<file path="src/rtl/vc_chain_nre.sv">
// Cascade of 4-bit counter digits with run-time code select (binary/BCD/Gray/Johnson).
// Define VC_CHAIN_OVF_EN to build the sticky overflow flag; otherwise ovf is tied low.
module vc_chain_nre #(
    parameter int DIGITS = 4
) (
    input  logic                  clk,
    input  logic                  clr_n,
    input  logic                  ce,
    input  logic                  R,
    input  logic                  L,
    input  logic                  up,
    input  logic [1:0]            mode,
    input  logic [4*DIGITS-1:0]   di,
    output logic [4*DIGITS-1:0]   Q,
    output logic [DIGITS-1:0]     TC,
    output logic                  CEO,
    output logic                  ovf
);

    localparam logic [1:0] MODE_BIN  = 2'b00;
    localparam logic [1:0] MODE_BCD  = 2'b01;
    localparam logic [1:0] MODE_GRAY = 2'b10;
    localparam logic [1:0] MODE_JOHN = 2'b11;

    logic [4*DIGITS-1:0] q_r;
    logic [1:0]          mode_q_r;
    logic [4*DIGITS-1:0] q_nxt_s;
    logic [4*DIGITS-1:0] load_s;
    logic [DIGITS-1:0]   tc_s;
    logic [DIGITS-1:0]   en_s;
    logic                ceo_s;
    logic                mode_chg_s;

    function automatic logic [3:0] gray_to_bin(input logic [3:0] g);
        logic [3:0] b;
        b[3] = g[3];
        b[2] = b[3] ^ g[2];
        b[1] = b[2] ^ g[1];
        b[0] = b[1] ^ g[0];
        return b;
    endfunction

    function automatic logic [3:0] bin_to_gray(input logic [3:0] b);
        return b ^ {1'b0, b[3:1]};
    endfunction

    function automatic logic johnson_legal(input logic [3:0] d);
        case (d)
            4'h0, 4'h1, 4'h3, 4'h7, 4'hF, 4'hE, 4'hC, 4'h8: return 1'b1;
            default:                                       return 1'b0;
        endcase
    endfunction

    function automatic logic [3:0] step_digit(input logic [3:0] d, input logic [1:0] m, input logic u);
        case (m)
            MODE_BIN:  return u ? d + 4'd1 : d - 4'd1;
            MODE_BCD:  return u ? ((d >= 4'd9) ? 4'd0 : d + 4'd1)
                                : ((d == 4'd0) ? 4'd9 : d - 4'd1);
            MODE_GRAY: return bin_to_gray(u ? gray_to_bin(d) + 4'd1 : gray_to_bin(d) - 4'd1);
            MODE_JOHN: return u ? {d[2:0], ~d[3]} : {~d[0], d[3:1]};
            default:   return 4'd0;
        endcase
    endfunction

    function automatic logic is_terminal(input logic [3:0] d, input logic [1:0] m, input logic u);
        if (!u) begin
            return d == 4'h0;
        end else begin
            case (m)
                MODE_BIN:  return d == 4'hF;
                MODE_BCD:  return d == 4'h9;
                MODE_GRAY: return d == 4'h8;
                MODE_JOHN: return d == 4'h8;
                default:   return 1'b0;
            endcase
        end
    endfunction

    function automatic logic [3:0] legalise(input logic [3:0] d, input logic [1:0] m);
        case (m)
            MODE_BCD:  return (d > 4'd9) ? 4'd0 : d;
            MODE_JOHN: return johnson_legal(d) ? d : 4'd0;
            default:   return d;
        endcase
    endfunction

    // Per-digit terminal flags, ripple enables, stepped and load-legalised values
    always_comb begin
        logic carry;
        tc_s    = '0;
        en_s    = '0;
        q_nxt_s = q_r;
        load_s  = '0;
        carry   = ce;
        for (int k = 0; k < DIGITS; k++) begin
            tc_s[k]           = is_terminal(q_r[4*k +: 4], mode, up);
            en_s[k]           = carry;
            carry             = carry & tc_s[k];
            q_nxt_s[4*k +: 4] = en_s[k] ? step_digit(q_r[4*k +: 4], mode, up) : q_r[4*k +: 4];
            load_s[4*k +: 4]  = legalise(di[4*k +: 4], mode);
        end
        ceo_s = carry;
    end

    assign mode_chg_s = (mode != mode_q_r);

    // Counter state and sampled mode; a code switch flushes the digits so no illegal code survives
    always_ff @(posedge clk or negedge clr_n) begin
        if (!clr_n) begin
            q_r      <= '0;
            mode_q_r <= 2'b00;
        end else begin
            mode_q_r <= mode;
            if (R) begin
                q_r <= '0;
            end else if (mode_chg_s) begin
                q_r <= '0;
            end else if (L) begin
                q_r <= load_s;
            end else begin
                q_r <= q_nxt_s;
            end
        end
    end

`ifdef VC_CHAIN_OVF_EN
    logic ovf_r;

    // Sticky overflow: any clearing event on the same edge beats a set
    always_ff @(posedge clk or negedge clr_n) begin
        if (!clr_n) begin
            ovf_r <= 1'b0;
        end else if (R || L || mode_chg_s) begin
            ovf_r <= 1'b0;
        end else if (ceo_s) begin
            ovf_r <= 1'b1;
        end else begin
            ovf_r <= ovf_r;
        end
    end

    assign ovf = ovf_r;
`else
    assign ovf = 1'b0;
`endif

    assign Q   = q_r;
    assign TC  = tc_s;
    assign CEO = ceo_s;

endmodule

</file>
<file path="config.mk">
export PLATFORM = sky130hd
export DESIGN_NAME = vc_chain_nre
export DESIGN_NICKNAME = d
export VERILOG_FILES = /design/src/rtl/vc_chain_nre.sv
export SDC_FILE = /design/constraint.sdc
export NUM_CORES = 1
export LEC_CHECK = 0
export BUFFER_PORTS_ARGS = -buffer_cell sky130_fd_sc_hd__buf_4
export CAP_MARGIN = 30
export CORE_ASPECT_RATIO = 1.5
export CORE_MARGIN = 4
export CORE_UTILIZATION = 39
export CTS_CLUSTER_SIZE = 25
export DETAILED_ROUTE_END_ITERATION = 10
export GPL_TIMING_DRIVEN = 0
export PLACE_DENSITY = 0.57
export SKIP_CTS_REPAIR_TIMING = 1
export SLEW_MARGIN = 25
export SYNTH_ARGS = -nofsm -noshare
export SYNTH_HDL_FRONTEND = slang
export SYNTH_SLANG_ARGS = --single-unit
</file>
<file path="constraint.sdc">
create_clock -name clk -period 4 [get_ports clk]
set_input_delay 0.4 -clock clk [delete_from_list [all_inputs] [get_ports clk]]
set_output_delay 0.4 -clock clk [all_outputs]
set_load 0.03 [all_outputs]
</file>
==> impl_metrics.toml <==
[critical_path]
path_cells = "inv_1 -> ha_1 -> a21o_1 -> o31ai_2 -> nor4b_4 -> and2_1 -> buf_4"
crit_required_ns = 3.60
path_class = "reg2out"
reg2reg_slack_ns = 1.07
arrival_ns = 2.60
start_kind = "flip-flop"
crit_slowest_cell = "nor4b_4"
r2r_end = "Q[12]$_DFFE_PN0P_"
slowest_delay_ns = 0.52
cp-end-kind = "output port"
cp_max_fo = 10
worstReg2RegStart = "Q[14]$_DFFE_PN0P_"
rr_worst_depth = 9

[pwr]
p_per_area_nw_per_um2 = 216
power_switching_mw = 0.389
seqPwrFrac = 0.216
internal-power_mw = 0.539
vdd_drop_max_v = 0.000143
p_leak_nw = 1.84
comb_power_share = 0.525
p_clk_frac = 0.259
p_sw_frac = 0.419

[placement]
dpl.hpwl_um = 9840
gp_congestion = 0.946
io_buffers = 41
placed_cells = 631

[detailed_routing]
drt-vias-per-instance = 6.13
vias = 3893
drt_wl_total_um = 13400
antenna_left = 0
dr.pass1.iters = 5
drcViolationCount = 0
routedWlPerCell_um = 21.1
first_iter_violations = 361

[timing]
fmax_ghz = 0.334
setup-tns-final_ns = 0
rsz0062_at_grt = "no"
setup_viol = 0
finalHoldViolCount = 0
tightestPinTransition_ns = 0.797
fin_crit_ns = 3.00
whs_ns = 0.0240
fin_worst_skew_ns = 0.00356
period_share = 0.749
slew_headroom = 0.467
slew_viol_final = 0

[logic_synthesis]
synth_area_leaders = "ha_1 13%, dfrtp_1 12%, xnor2_1 6.5%"
syn-cell-area_um2 = 3750
synth-main-ff-cell = "dfrtp_1"
synth_cell_types = 77
syn_nets = 542
async_flop_share = 1.00
syn_area_per_cell_um2 = 7.86
netlist.area_leader.share = 0.133
yosys.area.top_type = "ha_1"
ys_seq_area_frac = 0.120
yosysWarnings = 0
synth_seq_cells = 18
synth_enable_flop_cells = 0
syn_inst = 478

[floorplan]
die_h_um = 128
die_w_um = 88.1
num_rows = 43
coreArea_um2 = 9310
initial_core_util = 0.403
die_area_um2 = 11300
ios = 46

[hold_path]
holdCritPathClass = "in2async"

[global_routing]
grt.total_usage = 0.239
grt_max_degree = 22
first_global_vias = 3856
antenna_found_initial = 0
grt_remaining_overflow = 0
grt_pass1_wl_um = 20900

[clock_tree]
cts_root_buf = "clkbuf_16"
cts_tree = "done"
insertion_delay_ns = 0.26
numCtsBuffers = 3
clock-sinks = 18
clk_path_buf_depth = 2
htree_levels = 1
clk_pin_slew_ns = 0.06

[cells_and_area]
final_nets = 588
fillCellCount = 975
syn_to_final_growth_pct = 14.3
drive_above_1_share = 0.180
fin_cells = 635
num_antenna_cells = 0

[status]
status = "complete, no violations"

[run]
cap_violations = 0
==> flip-flops by register name (all words and copies together) (netlist names) <==
name / flops
mode_q_r: 2
Q: 16
==> final cells by class <==
class / count / area (µm²) / share of cell area
buffer: 34 / 194 / 0.0452
tap: 112 / 140 / 0.0326
inverter: 26 / 97.6 / 0.0227
multi-input combinational: 400 / 3010 / 0.702
timing repair buffer: 41 / 308 / 0.0717
sequential: 18 / 450 / 0.105
clock buffer: 4 / 88.8 / 0.0207
==> per-layer routing <==
metal | routed length [µm] | GRT usage | vias up
li1 | - | - | 1849
met1 | 5540 | 0.306 | 1851
met2 | 6600 | 0.405 | 161
met3 | 821 | 0.0277 | 32
met4 | 408 | 0.0881 | 0
met5 | 0 | 0 | -
==> synthesized netlist by cell type, types with 6 or more instances <==
cell / n
inv_1: 24
o22ai_1: 6
mux2i_1: 13
a21oi_1: 34
o21ai_1: 15
ha_1: 40
dfrtp_1: 18
buf_2: 15
nor2_1: 23
xor2_1: 13
nor3_1: 8
nand2b_1: 13
a31oi_1: 12
xnor2_1: 28
a21o_1: 6
o21ai_0: 36
nand2_1: 36
nand3_1: 7
nor2b_1: 7
a211oi_1: 8
clkbuf_1: 9
==> worst max-delay path by stage <==
stage / slack, ns / end / startpoint
2_1_floorplan: 1.20 / Q[12]$_DFFE_PN0P_ / Q[14]$_DFFE_PN0P_
3_3_place_gp: 0.63 / Q[3]$_DFFE_PN0P_ / up
3_5_place_dp: 1.11 / Q[12]$_DFFE_PN0P_ / Q[14]$_DFFE_PN0P_
4_1_cts: 1.02 / CEO / Q[4]$_DFFE_PN0P_
5_1_grt: 0.82 / CEO / Q[8]$_DFFE_PN0P_
6_report: 1.00 / CEO / Q[4]$_DFFE_PN0P_
==> per-stage QoR <==
stage | instance area [µm²] | power (mW) | setup slack (ns) | utilization
after CTS | 4290 | 0.924 | 1.02 | 0.461
final | 4290 | 0.929 | 1.00 | 0.461
after global routing | 4290 | 0.979 | 0.819 | 0.461
after detailed placement | 4200 | 0.683 | 1.11 | 0.452
after floorplan | 3750 | 0.545 | 1.20 | -
after global placement | 4200 | 0.679 | 0.632 | 0.452
==> kinds of logic after synthesis <==
kind of cell,share of synthesized area
and+or+nand+nor,0.194
adders and majority gates,0.133
xor gates and xnor gates,0.114
DFF,0.120
muxes,0.0616
buffers and inverters,0.0773
AOI/OAI and AO/OA,0.299
other,0.000999
==> power groups by stage <==
stage          Combinational, mW  Clock (mW)  Sequential, mW
2_1_floorplan              0.331           0           0.214
3_3_place_gp               0.475           0           0.204
3_5_place_dp               0.479           0           0.204
4_1_cts                    0.481       0.242           0.201
5_1_grt                    0.529       0.248           0.202
6_report                   0.487       0.241           0.201
==> placed cells by master (no fill, tap or decap), types with 4 or more instances in the layout <==
cell / count
clkbuf_1: 9
inv_1: 24
xor2_1: 13
nor2b_1: 7
nand3_1: 7
o221ai_1: 4
nor3_1: 8
nand2b_1: 13
and2_1: 5
o21ai_0: 36
xnor2_1: 28
o22ai_1: 6
o2111ai_1: 4
a211oi_1: 8
o21ai_1: 15
mux2_2: 4
dfrtp_1: 18
o211ai_1: 4
mux2i_1: 13
buf_2: 16
and3_1: 4
a21oi_1: 34
buf_4: 43
a21o_1: 6
nand2_1: 36
ha_1: 40
nor2_1: 23
a31oi_1: 12
buf_6: 5
==> worst max-delay path: cells and delay by family, from the launching register on <==
kind	cells	cell delay [ns]
compound gates	2	0.39
fa+ha+maj	1	0.32
buf+inv	2	0.38
flops	1	0.51
simple gates	2	0.73
Note: power is estimated with default switching activity, not from simulation.
